**src/rtl/arp_cache_arbiter.sv**
```systemverilog
// Purpose : shares the single-port ARP cache RAM between the CPU/OPB requester
//           (read/write) and the fabric TX lookup path (read-only, priority).
// Latency : grant at end of IDLE cycle T; write ack in T+2, read ack in T+2+RD_LATENCY.
// Backpr. : one transaction in flight; req/ack handshake, a pending req waits for IDLE.
//
// Ports
//   OPB_Clk, OPB_Rst                 clock, synchronous active-high reset
//   cpu_req/cpu_we/cpu_addr/cpu_wr_data -> cpu_ack, cpu_rd_data   CPU access
//   tx_req/tx_addr                   -> tx_ack, tx_rd_data        TX MAC lookup
//   ram_addr/ram_wr_data/ram_wr_en, ram_rd_data                    ARP cache RAM
//   busy                             high while a transaction is in progress
module arp_cache_arbiter #(
   parameter int ADDR_W       = 8,
   parameter int DATA_W       = 48,
   parameter int RD_LATENCY   = 1,
   parameter int TX_BURST_MAX = 4
) (
   input  logic              OPB_Clk,
   input  logic              OPB_Rst,
   input  logic              cpu_req,
   input  logic              cpu_we,
   input  logic [ADDR_W-1:0] cpu_addr,
   input  logic [DATA_W-1:0] cpu_wr_data,
   output logic              cpu_ack,
   output logic [DATA_W-1:0] cpu_rd_data,
   input  logic              tx_req,
   input  logic [ADDR_W-1:0] tx_addr,
   output logic              tx_ack,
   output logic [DATA_W-1:0] tx_rd_data,
   output logic [ADDR_W-1:0] ram_addr,
   output logic [DATA_W-1:0] ram_wr_data,
   output logic              ram_wr_en,
   input  logic [DATA_W-1:0] ram_rd_data,
   output logic              busy
);

   typedef enum logic [1:0] {IDLE, ISSUE, WAIT, DONE} state_t;

   localparam logic [3:0] STREAK_MAX = 4'(TX_BURST_MAX);
   localparam logic [1:0] CNT_LOAD   = 2'(RD_LATENCY - 1);

   state_t            state_q, state_d;
   logic              gnt_tx_q, gnt_tx_d;     // 1 = TX owns the current transaction
   logic              we_q, we_d;
   logic [1:0]        cnt_q, cnt_d;
   logic [3:0]        tx_streak_q, tx_streak_d;
   logic              cpu_hold_q, cpu_hold_d;
   logic              cpu_req_eff;

   logic [ADDR_W-1:0] ram_addr_d;
   logic [DATA_W-1:0] ram_wr_data_d;
   logic              ram_wr_en_d;
   logic              cpu_ack_d, tx_ack_d;
   logic [DATA_W-1:0] cpu_rd_data_d, tx_rd_data_d;
   logic              busy_d;

   // The OPB attach keeps its select asserted for one cycle after the ack it
   // just received; that lingering level must not start a second access. The
   // TX lookup engine, in contrast, may legitimately stream back-to-back
   // requests, so its level is always taken at face value.
   assign cpu_req_eff = cpu_req & ~cpu_hold_q;

   always_ff @(posedge OPB_Clk) begin
      if (OPB_Rst) begin
         state_q     <= IDLE;
         gnt_tx_q    <= 1'b0;
         we_q        <= 1'b0;
         cnt_q       <= '0;
         tx_streak_q <= '0;
         cpu_hold_q  <= 1'b0;
         ram_addr    <= '0;
         ram_wr_data <= '0;
         ram_wr_en   <= 1'b0;
         cpu_ack     <= 1'b0;
         tx_ack      <= 1'b0;
         cpu_rd_data <= '0;
         tx_rd_data  <= '0;
         busy        <= 1'b0;
      end else begin
         state_q     <= state_d;
         gnt_tx_q    <= gnt_tx_d;
         we_q        <= we_d;
         cnt_q       <= cnt_d;
         tx_streak_q <= tx_streak_d;
         cpu_hold_q  <= cpu_hold_d;
         ram_addr    <= ram_addr_d;
         ram_wr_data <= ram_wr_data_d;
         ram_wr_en   <= ram_wr_en_d;
         cpu_ack     <= cpu_ack_d;
         tx_ack      <= tx_ack_d;
         cpu_rd_data <= cpu_rd_data_d;
         tx_rd_data  <= tx_rd_data_d;
         busy        <= busy_d;
      end
   end

   always_comb begin
      state_d       = state_q;
      gnt_tx_d      = gnt_tx_q;
      we_d          = we_q;
      cnt_d         = cnt_q;
      tx_streak_d   = tx_streak_q;
      cpu_hold_d    = 1'b0;
      ram_addr_d    = ram_addr;
      ram_wr_data_d = ram_wr_data;
      ram_wr_en_d   = 1'b0;
      cpu_ack_d     = 1'b0;
      tx_ack_d      = 1'b0;
      cpu_rd_data_d = cpu_rd_data;
      tx_rd_data_d  = tx_rd_data;

      case (state_q)
         IDLE: begin
            if (!cpu_req_eff) begin
               tx_streak_d = '0;
            end
            // TX wins unless it has already taken TX_BURST_MAX grants in a row
            // while the CPU was waiting.
            if (tx_req && (!cpu_req_eff || (tx_streak_q != STREAK_MAX))) begin
               gnt_tx_d   = 1'b1;
               we_d       = 1'b0;
               ram_addr_d = tx_addr;
               state_d    = ISSUE;
               if (cpu_req_eff && (tx_streak_q < STREAK_MAX)) begin
                  tx_streak_d = tx_streak_q + 4'd1;
               end
            end else if (cpu_req_eff) begin
               gnt_tx_d    = 1'b0;
               we_d        = cpu_we;
               ram_addr_d  = cpu_addr;
               ram_wr_en_d = cpu_we;
               if (cpu_we) begin
                  ram_wr_data_d = cpu_wr_data;
               end
               tx_streak_d = '0;
               state_d     = ISSUE;
            end
         end

         ISSUE: begin
            if (we_q) begin
               // only the CPU can own a write
               cpu_ack_d = 1'b1;
               state_d   = DONE;
            end else begin
               cnt_d   = CNT_LOAD;
               state_d = WAIT;
            end
         end

         WAIT: begin
            if (cnt_q == 2'd0) begin
               if (gnt_tx_q) begin
                  tx_rd_data_d = ram_rd_data;
                  tx_ack_d     = 1'b1;
               end else begin
                  cpu_rd_data_d = ram_rd_data;
                  cpu_ack_d     = 1'b1;
               end
               state_d = DONE;
            end else begin
               cnt_d = cnt_q - 2'd1;
            end
         end

         DONE: begin
            cpu_hold_d = ~gnt_tx_q;
            state_d    = IDLE;
         end

         default: state_d = IDLE;
      endcase

      busy_d = (state_d != IDLE);
   end

endmodule
```
**config.mk**
```make
export PLATFORM = sky130hd
export DESIGN_NAME = arp_cache_arbiter
export DESIGN_NICKNAME = d
export VERILOG_FILES = /design/src/rtl/arp_cache_arbiter.sv
export SDC_FILE = /design/constraint.sdc
export NUM_CORES = 1
export LEC_CHECK = 0
export BUFFER_PORTS_ARGS = -buffer_cell sky130_fd_sc_hd__buf_4
export CAP_MARGIN = 20
export CORE_MARGIN = 2
export CORE_UTILIZATION = 35
export CTS_CLUSTER_SIZE = 24
export DETAILED_ROUTE_END_ITERATION = 10
export GPL_ROUTABILITY_DRIVEN = 0
export GPL_TIMING_DRIVEN = 0
export RECOVER_POWER = 50
export SLEW_MARGIN = 10
export SYNTH_ARGS = -nofsm -noshare
export SYNTH_HDL_FRONTEND = slang
export SYNTH_SLANG_ARGS = --single-unit
```
**constraint.sdc**
```tcl
create_clock -name OPB_Clk -period 1.9 [get_ports OPB_Clk]
set_clock_uncertainty 0.15 [all_clocks]
set_input_delay 0 -clock OPB_Clk [delete_from_list [all_inputs] [get_ports OPB_Clk]]
set_output_delay 0 -clock OPB_Clk [all_outputs]
set_load 0.005 [all_outputs]
```
Word level (Yosys, flattened, before mapping)
Index checks and enable logic that the tools add are counted.
{"block": "totals", "input_bits": 117, "out_inout_bits": 156, "reg_bits": 167}
{"block": "classes", "addsub": 2, "magnitude_cmp": 1, "bitwise": 9, "n_reduce_logical": 17, "muxes": 23, "eq_ne": 6}
{"cell": "$mux W4", "count": 4}
{"cell": "$mux W8", "count": 2}
{"cell": "$mux W2", "count": 5}
{"cell": "$mux W1", "count": 9}
{"cell": "$reduce_and A3 Y1", "count": 3}
{"cell": "$not A1 Y1", "count": 8}
{"cell": "$pmux W2 S4", "count": 1}
{"cell": "$reduce_bool A2 Y1", "count": 3}
{"cell": "$add A4 B1 Y4 const B", "count": 1}
{"cell": "$eq A2 B2 Y1 const B", "count": 2}
{"cell": "$logic_not A2 Y1", "count": 2}
{"cell": "$lt A4 B3 Y1 const B", "count": 1}
{"cell": "$ne A2 B2 Y1 const B", "count": 2}
{"cell": "$ne A4 B3 Y1 const B", "count": 1}
{"cell": "$pmux W2 S2", "count": 1}
{"cell": "$reduce_and A4 Y1", "count": 1}
{"cell": "$reduce_or A4 Y1", "count": 1}
{"cell": "$reduce_or A3 Y1", "count": 1}
{"cell": "$eq A2 B1 Y1 const B", "count": 1}
{"cell": "$logic_and A1 B1 Y1", "count": 2}
{"cell": "$pmux W1 S2", "count": 1}
{"cell": "$reduce_and A2 Y1", "count": 1}
{"cell": "$reduce_or A2 Y1", "count": 1}
{"cell": "$sub A2 B1 Y2 const B", "count": 1}
{"cell": "3 further kinds", "count": 3}

Longest topological paths before layout
{"block": "depth", "word_depth": 8, "depth_mapped": 9, "mapped_depth_nobuf": 6}

Least setup slack after synthesis
No wires, ideal clock.
{"block": "synth_path", "path_kind": "flip-flop to flip-flop", "startpoint": "register state_q[0]", "endpoint": "register ram_wr_data[38]", "arrival_ns": 1.708, "period_less_slack_ns": 1.985, "path_stages_with_launch": 10, "t_required_ns": 1.622, "slack_ns": -0.085, "cell_sequence": "dfxtp_1 -> inv_1 -> ha_1 -> buf_2 -> nand3b_2 -> a211oi_2 -> buf_6 -> buf_8 -> mux2i_1 -> nor2_1"}
{"block": "synth_via", "elab_chain_cells": 2}
{"item": "start, declared", "line": "42", "rtl": "state_t state_q, state_d;"}
{"item": "start signal, assigned", "line": "80", "rtl": "state_q <= state_d;"}
{"item": "$logic_not A2 Y1", "line": "112", "rtl": "case (state_q)"}
{"item": "$reduce_and A4 Y1 (no line)"}
{"item": "end signal, assigned", "line": "87", "rtl": "ram_wr_data <= ram_wr_data_d;"}
{"item": "end, declared", "line": "31", "rtl": "output logic [DATA_W-1:0] ram_wr_data,"}
No other way between the ends.
A chain may end at the register's enable or synchronous reset.

Worst setup path in the final report
{"block": "layout_path", "startpoint": "register tx_streak_q[0]", "endpoint": "register ram_wr_data[1]"}
{"block": "layout_via", "elab_chain_cells": 5}
{"item": "start, declared", "line": "46", "rtl": "logic [3:0] tx_streak_q, tx_streak_d;"}
{"item": "start signal, assigned", "line": "84", "rtl": "tx_streak_q <= tx_streak_d;"}
{"item": "$ne A4 B3 Y1", "line": "119", "rtl": "if (tx_req && (!cpu_req_eff || (tx_streak_q != STREAK_MAX))) begin"}
{"item": "$logic_or A1 B1 Y1", "line": "119"}
{"item": "$logic_and A1 B1 Y1", "line": "119"}
{"item": "$not A1 Y1 (no line)"}
{"item": "$reduce_and A4 Y1 (no line)"}
No other way between the ends.

==> results by group <==
Timing
  – Final Cycle Share: 104%
  – Worst Tran Pin Value: around 0.57 ns
  – Max Slew Vio Count: 0
  – Hold WS: between 0.2 and 0.25 ns
  – Endpoints failing setup: between 40 and 50
  – Slew margin rel.: roughly 62%
  – Final Worst Setup Slack: -0.0754 ns
  – Max Clock Freq: about 500 MHz
  – Final hold vios: 0
  – Tmin final: 1.98 ns
  – RSZ-0062 raised after global routing: yes

Finish
  – Commonest non-fill, non-tap cells in the layout: 199 x nand2_1, 163 x dfxtp_1, 154 x buf_4
  – Synthesis-to-finish area growth: 70.5%
  – Multi-input logic area: 0.00249 mm^2
  – Layout cells sized above 1: between 20% and 30%
  – Final design utilization: about 60%
  – Commonest non-fill, non-tap cell in the layout: nand2_1
  – Filler cells: ~1500
  – FF/Latch Area: between 0.003 and 0.004 mm^2
  – Final Cell Area: about 0.010 mm^2
  – Nets@finish: about 1200
  – N_diodes: 0

GRT
  – Global routing usage on met1: 26.3%
  – Global route total overflow: 0
  – Vias in the first global route: 6118
  – Largest net degree at the start of global routing: 17
  – GR Util met3: roughly 7.1%
  – Global-route wire length before repair: ~31 mm
  – Met2 GRT Util: a little over a third
  – Antenna violations before repair: 0
  – Gr usage total: between 20% and 30%
  – Gr busiest metal: met2

Pwr
  – P per Cell Area: 1030 mW/mm^2
  – Leak: roughly 0.0042 uW
  – Worst vdd ir: roughly 0.0007 V
  – Tot Pwr: 10500 uW

Logic synthesis
  – Synth Cell Area: between 0.005 and 0.006 mm^2
  – Net Count, Synth: 815
  – Synth Register Bits: 167
  – Post-synth cell types: 38
  – Ys Warns: 0
  – Sequential share of the synthesized area: between 50% and 60%
  – Syn Area/Cell: a little under 9 um^2
  – Mapped Cells: ~700

Critical path
  – Worst setup SP type: flip-flop
  – Crit path max fanout: 5
  – WP data required: between 2 and 2.5 ns
  – FF-to-FF setup slack: -0.08 ns
  – Data arrival, critical path: between 2 and 2.5 ns
  – Crit end category: flip-flop
  – CP Class: flip-flop to flip-flop

Die
  – Die Wd: 135 um
  – # rows: 47
  – Ports: around 270
  – Core Area: between 0.015 and 0.02 mm^2
  – Starting Density: 36.0%
  – Die height: approximately 130 um
  – Die footprint: 0.0182 mm^2

Detailed routing
  – Total Wirelength: just under 20 mm
  – Post-DR vias/cell: between 4 and 5
  – # DRC: 0
  – DRT iter0 DRCs: approximately 310
  – Detailed-route via count: a little over 6000
  – Routed wire per std cell: about 15 um
  – Final antenna-violating net count: 0
  – Drt first pass iters: 5

Clocking
  – Worst-path clk slew: ~0.06 ns
  – Htree depth: 4
  – Total CTS buffers: 17
  – CTS Buffer Depth: 2
  – Sink Count: approximately 170
  – Root buffer cell: clkbuf_16
  – CTS tree: built
  – Skew-Pair Late Insertion Delay: roughly 0.42 ns

Placement
  – Place WS: -0.430 ns
  – Post-place instance area: 0.00832 mm^2
  – I/O Buffers: ~270
  – Post-DP HPWL: approximately 14 mm

Status
  – Status: finished with violations
  – Failing checks: setup timing

Worst hold path
  – Worst hold path class: input pin to flip-flop

Run
  – Max-capacitance violation count: 0
-- per-stage QoR --
step | setup TNS (ns) | instances
2_1_floorplan | 0 | 690
3_3_place_gp | -21.87 | 1181
5_1_grt | -7.52 | 1341
4_1_cts | -0.420 | 1337
3_5_place_dp | -24.06 | 1181
6_report | -1.76 | 1341
-- layer usage --
layer	vias up	routed length [um]	share of wire, %
met5	-	0	0
met4	0	402	2.0
met3	26	1380	7.0
met2	183	9560	48
met1	2834	8430	43
li1	3098	-	-
-- kinds of logic (layout without fill, tap and decap cells) --
logic type | after synthesis | count (layout) | share of synthesized area (%)
simple gates | 277 | 277 | 18.1
flops | 167 | 167 | 55.8
compound gates | 131 | 131 | 12.2
buf+inv | 59 | 490 | 4.26
mux | 48 | 48 | 8.01
fa+ha+maj | 8 | 8 | 1.67
-- power breakdown --
group | switching (uW) | total, uW | internal, uW
combinational | 1330 | 2670 | 1340
sequential | 231 | 4170 | 3940
clock | 1370 | 3700 | 2330
-- synth_stat cells (all sizes together) --
cell type	instances	area share, %
a211oi	3	0.46
a21boi	8	1.0
a21o	1	0.13
a21oi	101	8.4
a22o	1	0.15
a2bb2oi	1	0.15
a31oi	1	0.10
a32o	1	0.17
and3	1	0.10
buf	15	1.5
clkbuf	32	2.0
dfxtp	167	56
ha	8	1.7
inv	12	0.75
mux2i	48	8.0
nand2	199	12
nand2b	2	0.21
nand3	3	0.25
nand3b	2	0.31
nand4b	1	0.15
nor2	62	3.9
nor2b	1	0.10
nor3	2	0.17
nor3b	1	0.13
nor4	1	0.10
nor4b	1	0.15
o211ai	1	0.13
o21ai	3	0.25
o22ai	8	0.83
o311ai	1	0.27
o31ai	1	0.13
or2	1	0.10
-- critical path, cell delays in order, from the launching register on --
cell and delay, ns:
dfxtp_2 0.32, inv_2 0.07, ha_4 0.13, nand3b_1 0.20, a211oi_4 0.39, buf_6 0.21
buf_6 0.13, mux2i_1 0.20, nor2_1 0.06
-- path summary, 6_finish.rpt --
check / start / end / cells past startpoint
hold / removal: cpu_wr_data[14] / ram_wr_data[14] / 4
hold reg to reg: tx_rd_data[13] / tx_rd_data[13] / 2
setup / recovery: tx_streak_q[0] / ram_wr_data[1] / 8
setup reg to reg: tx_streak_q[0] / ram_wr_data[1] / 8
-- cell type report --
cell class / count / share of cell area (%)
Inverter: 12 / 0.465
Clock inverter: 7 / 1.40
Multi-Input combinational cell: 464 / 24.4
Tap cell: 220 / 2.69
Clock buffer: 23 / 4.77
Buffer: 43 / 2.40
Timing Repair Buffer: 405 / 31.1
Sequential cell: 167 / 32.8
-- sequential cells by signal (all words and copies together), names as in the netlist --
signal       cells
busy             1
cnt_q            2
cpu_ack          1
cpu_hold_q       1
cpu_rd_data     48
gnt_tx_q         1
ram_addr         8
ram_wr_data     48
ram_wr_en        1
state_q          2
tx_ack           1
tx_rd_data      48
tx_streak_q      4
we_q             1
-- what timing repair did --
action                                 in CTS  in global routing
buffers inserted                           11                  5
resized for setup                          41                 24
hold buffers                              116                  0
gates cloned                                1                  1
pin swaps                                   3                  1
setup endpoints to repair                 125                106
endpoints found under the hold margin     158                  0
Power figures use the tool's default switching activity.
